## src/rtl/gray_rx_tracker_pkg.sv

```systemverilog
// Shared defaults and tracker state encoding for the Gray-code receive tracker.
package gray_rx_tracker_pkg;

  localparam int DEF_WIDTH       = 4;
  localparam int DEF_SYNC_STAGES = 2;
  localparam int DEF_ERR_CNT_W   = 8;

  typedef enum logic {
    ST_INIT  = 1'b0,
    ST_TRACK = 1'b1
  } trk_state_e;

endpackage

```

## src/rtl/gray_rx_tracker_gray2bin.sv

```systemverilog
// Combinational Gray-to-binary decode; inverse of the upstream binary-to-Gray stage.
module gray2bin #(
  parameter int WIDTH = 4
) (
  input  logic [WIDTH-1:0] g,
  output logic [WIDTH-1:0] b
);

  // Each binary bit is the XOR of all Gray bits at or above it.
  for (genvar i = 0; i < WIDTH; i++) begin : g_bit
    assign b[i] = ^g[WIDTH-1:i];
  end

endmodule

```

## src/rtl/gray_rx_tracker.sv

```systemverilog
// Resynchronises an asynchronous Gray bus, decodes it and classifies each
// accepted change as step up, step down or illegal.
module gray_rx_tracker
  import gray_rx_tracker_pkg::*;
#(
  parameter int WIDTH       = DEF_WIDTH,
  parameter int SYNC_STAGES = DEF_SYNC_STAGES,
  parameter int ERR_CNT_W   = DEF_ERR_CNT_W
) (
  input  logic                 clk,
  input  logic                 rst_n,
  input  logic                 en,
  input  logic [WIDTH-1:0]     g_in,
  output logic [WIDTH-1:0]     b_out,
  output logic                 b_valid,
  output logic                 step_up,
  output logic                 step_dn,
  output logic                 err,
  output logic [ERR_CNT_W-1:0] err_cnt
);

  logic [SYNC_STAGES-1:0][WIDTH-1:0] sync_q;
  logic [SYNC_STAGES:1]              vld_pipe;
  logic [WIDTH-1:0]                  g_s, b_s;
  logic                              primed;

  always_ff @(posedge clk or negedge rst_n) begin
    if (!rst_n) begin
      sync_q   <= '0;
      vld_pipe <= '0;
    end else begin
      sync_q   <= {sync_q[SYNC_STAGES-2:0], g_in};
      vld_pipe <= {vld_pipe[SYNC_STAGES-1:1], 1'b1};
    end
  end

  assign g_s = sync_q[SYNC_STAGES-1];
  // Hold off the baseline until g_s carries a real sample rather than reset zeros,
  // otherwise the first post-reset compare would flag a bogus jump.
  assign primed = vld_pipe[SYNC_STAGES];

  gray2bin #(.WIDTH(WIDTH)) u_g2b (
    .g (g_s),
    .b (b_s)
  );

  trk_state_e             state, state_nx;
  logic [WIDTH-1:0]       g_prev, g_prev_nx, b_out_nx;
  logic                   b_valid_nx, up_nx, dn_nx, err_nx;
  logic [ERR_CNT_W-1:0]   cnt_nx;
  logic [WIDTH-1:0]       diff, b_inc, b_dec;
  logic                   single_bit;

  assign diff       = g_s ^ g_prev;
  assign single_bit = (diff != '0) && ((diff & (diff - WIDTH'(1))) == '0);
  assign b_inc      = b_out + WIDTH'(1);
  assign b_dec      = b_out - WIDTH'(1);

  always_comb begin
    state_nx   = state;
    g_prev_nx  = g_prev;
    b_out_nx   = b_out;
    b_valid_nx = b_valid;
    cnt_nx     = err_cnt;
    up_nx      = 1'b0;
    dn_nx      = 1'b0;
    err_nx     = 1'b0;
    if (en) begin
      case (state)
        ST_INIT: begin
          if (primed) begin
            g_prev_nx  = g_s;
            b_out_nx   = b_s;
            b_valid_nx = 1'b1;
            state_nx   = ST_TRACK;
          end
        end
        ST_TRACK: begin
          if (diff != '0) begin
            // Every change is accepted; illegal ones resync to the new code.
            g_prev_nx = g_s;
            b_out_nx  = b_s;
            if (single_bit && (b_s == b_inc))      up_nx = 1'b1;
            else if (single_bit && (b_s == b_dec)) dn_nx = 1'b1;
            else begin
              err_nx = 1'b1;
              if (!(&err_cnt)) cnt_nx = err_cnt + ERR_CNT_W'(1);
            end
          end
        end
        default: state_nx = ST_INIT;
      endcase
    end
  end

  always_ff @(posedge clk or negedge rst_n) begin
    if (!rst_n) begin
      state   <= ST_INIT;
      g_prev  <= '0;
      b_out   <= '0;
      b_valid <= 1'b0;
      step_up <= 1'b0;
      step_dn <= 1'b0;
      err     <= 1'b0;
      err_cnt <= '0;
    end else begin
      state   <= state_nx;
      g_prev  <= g_prev_nx;
      b_out   <= b_out_nx;
      b_valid <= b_valid_nx;
      step_up <= up_nx;
      step_dn <= dn_nx;
      err     <= err_nx;
      err_cnt <= cnt_nx;
    end
  end

  a_pulse_excl: assert property (@(posedge clk) disable iff (!rst_n)
    $onehot0({step_up, step_dn, err}));

  a_cnt_mono: assert property (@(posedge clk) disable iff (!rst_n)
    err_cnt >= $past(err_cnt));

endmodule

```

## config.mk

```make
export PLATFORM = sky130hd
export DESIGN_NAME = gray_rx_tracker
export DESIGN_NICKNAME = d
export VERILOG_FILES = /design/src/rtl/gray_rx_tracker_pkg.sv /design/src/rtl/gray_rx_tracker_gray2bin.sv /design/src/rtl/gray_rx_tracker.sv
export SDC_FILE = /design/constraint.sdc
export NUM_CORES = 1
export LEC_CHECK = 0
export ABC_AREA = 1
export CORE_MARGIN = 2
export CORE_UTILIZATION = 39
export CTS_CLUSTER_DIAMETER = 50
export DETAILED_ROUTE_END_ITERATION = 12
export GPL_TIMING_DRIVEN = 0
export HOLD_SLACK_MARGIN = 0.08
export PLACE_DENSITY = 0.6
export SYNTH_ARGS = -nofsm -noshare
export SYNTH_HDL_FRONTEND = slang
export SYNTH_SLANG_ARGS = --single-unit
```

## constraint.sdc

```tcl
create_clock -name clk -period 2.1 [get_ports clk]
set_input_delay 0.315 -clock clk [delete_from_list [all_inputs] [get_ports clk]]
set_output_delay 0.315 -clock clk [all_outputs]
set_load 0.02 [all_outputs]
```

Word-level counts from Yosys, hierarchy flattened. Index checks and enable logic that the tools add are counted.

Register bits: 31. Input port bits: 7. Output and inout port bits: 16.

$add $sub $neg: 4. Eq/ne operators: 4. Multiplexer cells: 22. Bitwise gates (word level): 6. Reductions and logical operators: 12.

Operators by type and width (count): $mux 1 (16); $mux 4 (4); $pmux 4 s2 (2); $add 8x1->8 const B (1); $eq 4x4->1 (2); $reduce_and 8->1 (1); $sub 4x1->4 const B (2); $reduce_and 3->1 (2); $reduce_and 6->1 (1); $add 4x1->4 const B (1); $and 4x4->4 (1); $logic_not 4->1 (1); $not 1->1 (4); $reduce_bool 4->1 (1); $reduce_xor 4->1 (1); $xor 4x4->4 (1); $logic_and 1x1->1 (3); $reduce_xor 3->1 (1); $ne 2x1->1 const B (1); $ne 2x2->1 const B (1); $reduce_xor 2->1 (1).

Longest topological paths before layout. Gate-level depths: netlist (run 1).

Word-level depth: 11. Gate-level depth with buffers: 13. Mapped depth without buffers: 13.

Cells and area by module. Synthesis (run 1) repeated with hierarchy kept, for this count alone.

Cell total of the unflattened synthesis: 211. Area total of the unflattened synthesis: 1725.4 µm².

By module, submodules not included: gray_rx_tracker (instances 1, cells each 190, area an instance 1635.3 µm², sequential area each 775.7 µm²); gray2bin (instances 1, cells each 21, area an instance 90.1 µm², sequential area each 0.0 µm²).

Worst setup path before layout (run 1). Ideal clock, no wire load.

Kind: register to register. Start point: reg b_out[0]. End point: reg err_cnt[0]. Setup time: 0.122 ns. Arrival: 1.633 ns. Required time: 1.978 ns. Slack: 0.345 ns. Cell stages (with the launch flop): 12. Buffers on the path: 1. Period minus slack after synthesis: 1.755 ns. Cells stage by stage: dfrtp_1 inv_1 ha_1 xnor2_1 nand2_1 nand2_1 nand2_1 nor2_2 nand3_4 buf_6 nand4_1 nand2_1.

Longest elaborated chain between the ends: 5. Elaborated cells between the ends (all ways): 9. Those cells by class: add/sub: 2; eq/ne: 2; bitwise: 2; reduce/logical: 3.

Ends and longest elaborated chain: from (decl) (line gray_rx_tracker.sv:14) `output logic [WIDTH-1:0] b_out,`; from (signal assigned) (line gray_rx_tracker.sv:109) `b_out <= b_out_nx;`; $sub 4x1->4 / $add 4x1->4 (equally long branches) (line gray_rx_tracker.sv:57, gray_rx_tracker.sv:56); $eq 4x4->1 (on tied branches) (line gray_rx_tracker.sv:84, gray_rx_tracker.sv:83); $logic_and 1x1->1 (on tied branches) (line gray_rx_tracker.sv:84, gray_rx_tracker.sv:83); $not 1->1 (no line); $reduce_and 6->1 (no line) (*); to (signal assigned) (line gray_rx_tracker.sv:114) `err_cnt <= cnt_nx;`; to (decl) (line gray_rx_tracker.sv:19) `output logic [ERR_CNT_W-1:0] err_cnt`.

Every way passes the cells marked *; elsewhere a longest branch is shown, timed or not. A chain may end at the register's enable or synchronous reset.

Worst setup path in the final report (run 1).
Start point: reg err_cnt[0]. End point: reg err_cnt[1].

Longest elaborated chain between the ends: 3. Elaborated cells between the ends (all ways): 4. Those cells by class: add/sub: 1; bitwise: 1; reduce/logical: 2.

Ends and longest elaborated chain: parallel branches: the longest is 3 deep, another holds $add 8x1->8.

Parallel ways; which one is timed is not known.

==> flow_summary.yaml, run 1 <==
run:
  maxCapViolations: 0
routing:
  firstDrtPassIters: 4
  drt-initial-drc-count: 69
  vias: 1351
  wl_per_cell_um: 10.9
  drc: 0
  vias_per_cell: 4.61
  ant_nets: 0
  routed_wl_mm: 3.19
floorplan:
  rows: 23
  core-area_mm2: 0.00406
  die-height_um: 69.6
  initial_utilization_pct: 41.4
  fp.dieW_um: 69.6
  io_pins: 23
  die_area_mm2: 0.00484
place:
  dp_hpwl_mm: 2.38
  dp.cells: 285
  placed_area_mm2: 0.00196
  dp_slack_ns: 0.156
  io_buffer_count: 22
  place_congestion: 0.802
logic_synthesis:
  ys_seq_area_share_pct: 44.7
  synth-seq-cells: 30
  syn_nets: 223
  syn_area_mm2: 0.00168
  synthCells: 213
  ys_warn_count: 0
  syn_area_per_cell_um2: 7.88
  ys_types: 26
sta:
  finalHoldViolations: 0
  setup_ws_ns: 0.298
  drv_slew: 0
  timing.fmax_ghz: 0.555
  setup_viol: 0
  fin_crit_ns: 1.80
  slew_headroom_pct: 56.5
  worst_pin_slew_ns: 0.653
  worst_clock_skew_ns: 0.0116
  rsz0062_at_grt: "no"
  fin_crit_sh_pct: 85.8
  tns_ns: 0
clock_tree:
  cts_tree: "built"
  root_buffer: "clkbuf_8"
  clk-insertion-delay-late_ns: 0.29
  ctsHoldBuffers: 0
  htreeDepth: 2
  cts.reportedPaths.clkPinSlew_ns: 0.07
  cts.path.max_buffers: 2
  cts_buffers: 5
  clock-sinks: 30
  cts.repair.resized: 0
  post-cts-setup-buffers: 0
final_layout:
  mostFrequentLayoutCell: "nand2_1"
  fin_nets: 252
  drive_gt1_share_pct: 15.2
  n_fill_cell: 390
  areaGrowthSynthToFinish_pct: 23.3
  diodes: 0
  postLayoutCellArea_mm2: 0.00207
  finalNonFillerCells: 293
  layout_common_cells: "nand2_1 (85), dfrtp_1 (30), clkdlybuf4s50_1 (21)"
power:
  vdd_drop_max_mv: 0.511
  p_leak_nw: 1.06
  p_per_area_mw_per_mm2: 941
grt:
  track_usage_pct: 14.6
  grt_pass1_vias: 1223
  grt_antenna_before_repair: 0
  grt_pass1_wl_mm: 5.61
  grt_overflow_total: 0
  grt_start_max_net_pins: 31
setup_path:
  cp.required_ns: 2.32
  start_kind: "flop"
  critical_path_class: "reg2reg"
  cp_max_fo: 9
  cp.arrival_ns: 2.02
  end_kind: "flop"
min_path:
  min_path_type: "in2async"
run_status:
  outcome: "finished, final reports clean"
cells in the mapped netlist:
master	count	share of area, %
a21oi_2	3	1.6
and3_1	1	0.37
buf_2	1	0.30
buf_4	1	0.45
buf_6	2	1.3
conb_1	1	0.22
dfrtp_1	30	45
ha_1	3	2.2
inv_1	17	3.8
inv_2	5	1.1
nand2_1	85	19
nand2_2	7	2.6
nand3_1	14	4.2
nand3_2	1	0.60
nand3_4	1	1.0
nand4_1	10	3.7
nand4_4	1	1.3
nor2_1	10	2.2
nor2_2	2	0.75
nor2_4	2	1.3
nor3_1	1	0.30
nor3_2	1	0.60
o21ai_1	5	1.5
o21ai_2	1	0.52
xnor2_1	3	1.6
xor2_1	5	2.6
state kept, by name, indices dropped and copies added (netlist names):
| name | flops |
|---|---|
| err_cnt | 8 |
| b_out | 4 |
| g_s | 4 |
| sync_q | 4 |
| g_prev | 3 |
| vld_pipe | 2 |
| b_valid | 1 |
| err | 1 |
| state | 1 |
| step_dn | 1 |
| step_up | 1 |
layout make-up:
cell class	instances	area, um^2	area share [%]
multi-input cells	157	810	39.1
flip-flops and latches	30	751	36.3
repair buffers	22	215	10.4
inverters	22	82.6	3.99
clock buffers	5	68.8	3.33
well taps	50	62.6	3.02
clock inverters	3	45.0	2.18
plain buffers	4	35.0	1.69
logic make-up (layout without fill, tap and decap cells):
kind of cell             Yosys count  after routing  share of synthesized area (%)
AO/OA/AOI/OAI                      9              9                           3.58
XOR/XNOR                           8              8                           4.18
adder cells (fa/ha/maj)            3              3                           2.24
buffers and inverters             26             56                           7.01
flip-flops                        30             30                           44.7
other                              1              1                          0.223
AND/OR/NAND/NOR                  136            136                           38.0
power by group:
| part | total, W | switching, W | internal [W] |
|---|---|---|---|
| logic | 0.000623 | 0.000355 | 0.000268 |
| registers | 0.000742 | 0.0000874 | 0.000654 |
| clock network | 0.000584 | 0.000231 | 0.000352 |
| total | 0.00195 | 0.000674 | 0.00127 |
critical path, stage by stage (launching register included):
cell,delay (ns)
dfrtp_1,0.41
ha_1,0.21
nand3_1,0.12
nor2_1,0.14
nand4_1,0.40
nand4_4,0.32
nand2_1,0.08
nand2_1,0.07
per-layer routing:
metal  up-vias  share of wire [%]  global-route usage, %
li1        725                  -                      -
met1       595                 51                   20.3
met2        26                 44                   22.2
met3         5                4.3                   3.92
met4         0                1.4                   4.58
met5         -                  0                      0
stage by stage:
step	utilization, %	hold slack (ns)	power, W
2_1_floorplan	-	0.0194	0.00116
3_3_place_gp	48.3	0.332	0.00137
3_5_place_dp	48.3	0.335	0.00138
4_1_cts	51.1	0.345	0.00197
5_1_grt	51.0	0.118	0.00208
6_report	51.0	0.0485	0.00195
final timing paths:
kind                                              from                     end  slack, ns  cells after the start
max in group asynchronous                        rst_n  err_cnt[2]$_DFFE_PN0P_       1.62                      1
min in group clk                   sync_q[1]$_DFF_PN0_        g_s[1]$_DFF_PN0_       0.34                      0
worst min-delay path                             rst_n        g_s[1]$_DFF_PN0_       0.05                      1
worst min register to register     sync_q[1]$_DFF_PN0_        g_s[1]$_DFF_PN0_       0.34                      0
worst max register to register  err_cnt[0]$_DFFE_PN0P_  err_cnt[1]$_DFFE_PN0P_       0.30                      7
worst max-delay path            err_cnt[0]$_DFFE_PN0P_  err_cnt[1]$_DFFE_PN0P_       0.30                      7
No activity file was read; power rests on OpenSTA's default activity.
==> run 2: changes to the inputs <==
--- a/config.mk
+++ b/config.mk
@@ -16,3 +16,4 @@
 export SYNTH_ARGS = -nofsm -noshare
 export SYNTH_HDL_FRONTEND = slang
 export SYNTH_SLANG_ARGS = --single-unit
+export TNS_END_PERCENT = 50
==> results of run 2 <==
The final DEF is identical to that of run 1; final timing and power are the same.
==> run 3: changes to the inputs <==
--- a/config.mk
+++ b/config.mk
@@ -6,7 +6,6 @@
 export NUM_CORES = 1
 export LEC_CHECK = 0
 export ABC_AREA = 1
-export CORE_MARGIN = 2
 export CORE_UTILIZATION = 39
 export CTS_CLUSTER_DIAMETER = 50
 export DETAILED_ROUTE_END_ITERATION = 12
@@ -16,4 +15,4 @@
 export SYNTH_ARGS = -nofsm -noshare
 export SYNTH_HDL_FRONTEND = slang
 export SYNTH_SLANG_ARGS = --single-unit
-export TNS_END_PERCENT = 50
+export TNS_END_PERCENT = 1
==> run 3 against run 2 <==
- clock skew fell by 0.0038 ns
- critical path depth rose by 4
- worst hold slack improved by 0.00091 ns
- via count rose by 0.52%
- fmax rose by 0.97%
- first-iteration DRC count fell by 1.4%
- clock power barely moved
- sequential power fell by 0.5%
- final cell count did not move
- routed wire length fell by 5.4%
- register-to-register slack improved by 0.02 ns
- clock-buffer cell count did not move
- largest cell class unchanged
==> flow_summary.yaml, run 3 (synthesis gave the netlist of run 1 again) <==
run_status:
  outcome: "finished, final reports clean"
final_layout:
  areaGrowthSynthToFinish_pct: 23.3
  diodes: 0
  layout_common_cells: "nand2_1 (85), dfrtp_1 (30), clkdlybuf4s50_1 (21)"
  utilization_pct: 51.0
  n_fill_cell: 366
  regMostFlops: "err_cnt"
  mostFrequentLayoutCell: "nand2_1"
  fin_nets: 252
  drive_gt1_share_pct: 15.2
  largest_reg_flops: 8
grt:
  grt_overflow_total: 0
  grt_pass1_vias: 1153
  grt_pass1_wl_mm: 5.22
  grt_antenna_before_repair: 0
  grt_start_max_net_pins: 31
  track_usage_pct: 15.4
sta:
  tns_ns: 0
  fin_crit_ns: 1.78
  timing.fmax_ghz: 0.560
  whs_ns: 0.0494
  finalHoldViolations: 0
  drv_slew: 0
  rsz0062_at_grt: "no"
  worst_clock_skew_ns: 0.00778
  setup_viol: 0
  worst_pin_slew_ns: 0.645
  slew_headroom_pct: 57.0
  fin_crit_sh_pct: 85.0
floorplan:
  fp.dieW_um: 67.6
  io_pins: 23
  rows: 23
  die-height_um: 67.6
  initial_utilization_pct: 41.4
  die_area_mm2: 0.00457
  core-area_mm2: 0.00406
routing:
  ant_nets: 0
  vias: 1358
  wl_per_cell_um: 10.3
  routed_wl_mm: 3.02
  firstDrtPassIters: 4
  drt-initial-drc-count: 68
  drc: 0
  vias_per_cell: 4.63
place:
  dp_hpwl_mm: 2.23
  place_congestion: 0.812
  io_buffer_count: 22
setup_path:
  r2r-end: "err_cnt[0]$_DFFE_PN0P_"
  r2r-start: "b_out[0]$_DFFE_PN0P_"
  end_kind: "flop"
  cp.required_ns: 2.27
  cp_max_fo: 10
  start_kind: "flop"
  r2r_slack_ns: 0.32
  critical_path_class: "reg2reg"
  r2r_cells: 11
  cp.arrival_ns: 1.95
clock_tree:
  htreeDepth: 2
  post-cts-setup-buffers: 0
  cts.repair.resized: 0
  ctsHoldBuffers: 0
  cts.path.max_buffers: 2
  cts_buffers: 5
  cts_tree: "built"
  root_buffer: "clkbuf_8"
  clk-insertion-delay-late_ns: 0.28
  cts.reportedPaths.clkPinSlew_ns: 0.07
  clock-sinks: 30
power:
  p_leak_nw: 1.06
  vdd_drop_max_mv: 0.541
  p_per_area_mw_per_mm2: 939
run:
  maxCapViolations: 0
min_path:
  min_path_type: "in2async"
-- run 3: cell counts in the layout (fill, tap and decap cells not counted) --
No cell type changed its count.
-- run 3: layout make-up --
class	count	area (um^2)	area share [%]
Sequential cell	30	751	36.3
Clock inverter	3	45.0	2.18
Clock buffer	5	68.8	3.33
Buffer	4	35.0	1.69
Multi-Input combinational cell	157	810	39.1
Tap cell	50	62.6	3.02
Inverter	22	82.6	3.99
Timing Repair Buffer	22	215	10.4
-- run 3: metrics by stage --
stage,total power (W),std cells,cell area (um^2),worst slack (ns)
floorplan,0.00116,213,1680,0.345
global placement,0.00137,285,1960,0.160
detailed placement,0.00138,285,1960,0.164
CTS,0.00197,293,2070,0.287
global route,0.00207,293,2070,0.116
finish,0.00194,293,2070,0.316
-- run 3: how the worst max path moves through the flow --
| stage | slack [ns] | endpoint | from |
|---|---|---|---|
| 2_1_floorplan | 0.35 | err_cnt[0]$_DFFE_PN0P_ | b_out[0]$_DFFE_PN0P_ |
| 3_3_place_gp | 0.16 | err_cnt[4]$_DFFE_PN0P_ | rst_n |
| 3_5_place_dp | 0.16 | err_cnt[4]$_DFFE_PN0P_ | rst_n |
| 4_1_cts | 0.29 | err_cnt[7]$_DFFE_PN0P_ | b_out[0]$_DFFE_PN0P_ |
| 5_1_grt | 0.12 | err_cnt[7]$_DFFE_PN0P_ | b_out[0]$_DFFE_PN0P_ |
| 6_report | 0.32 | err_cnt[0]$_DFFE_PN0P_ | b_out[0]$_DFFE_PN0P_ |
-- run 3: report_power, final --
group / internal, W / switching [W] / total, W
Clock: 0.000352 / 0.000232 / 0.000584
Sequential: 0.000654 / 0.0000842 / 0.000738
Combinational: 0.000268 / 0.000353 / 0.000621
Total: 0.00127 / 0.000669 / 0.00194
-- run 3: per-layer routing --
metal | GRT usage, % | share of wire (%)
met2 | 22.9 | 43
met5 | 0 | 0
met3 | 5.07 | 3.2
met1 | 21.0 | 53
met4 | 4.79 | 1.2
-- run 3: worst max-delay path, stage by stage, from the launching register on --
cell,delay (ns)
dfrtp_1,0.43
inv_1,0.11
ha_1,0.24
xnor2_1,0.14
nand2_1,0.06
nand2_1,0.07
nand2_1,0.06
nor2_2,0.14
nand3_4,0.10
buf_6,0.15
nand4_1,0.09
nand2_1,0.07
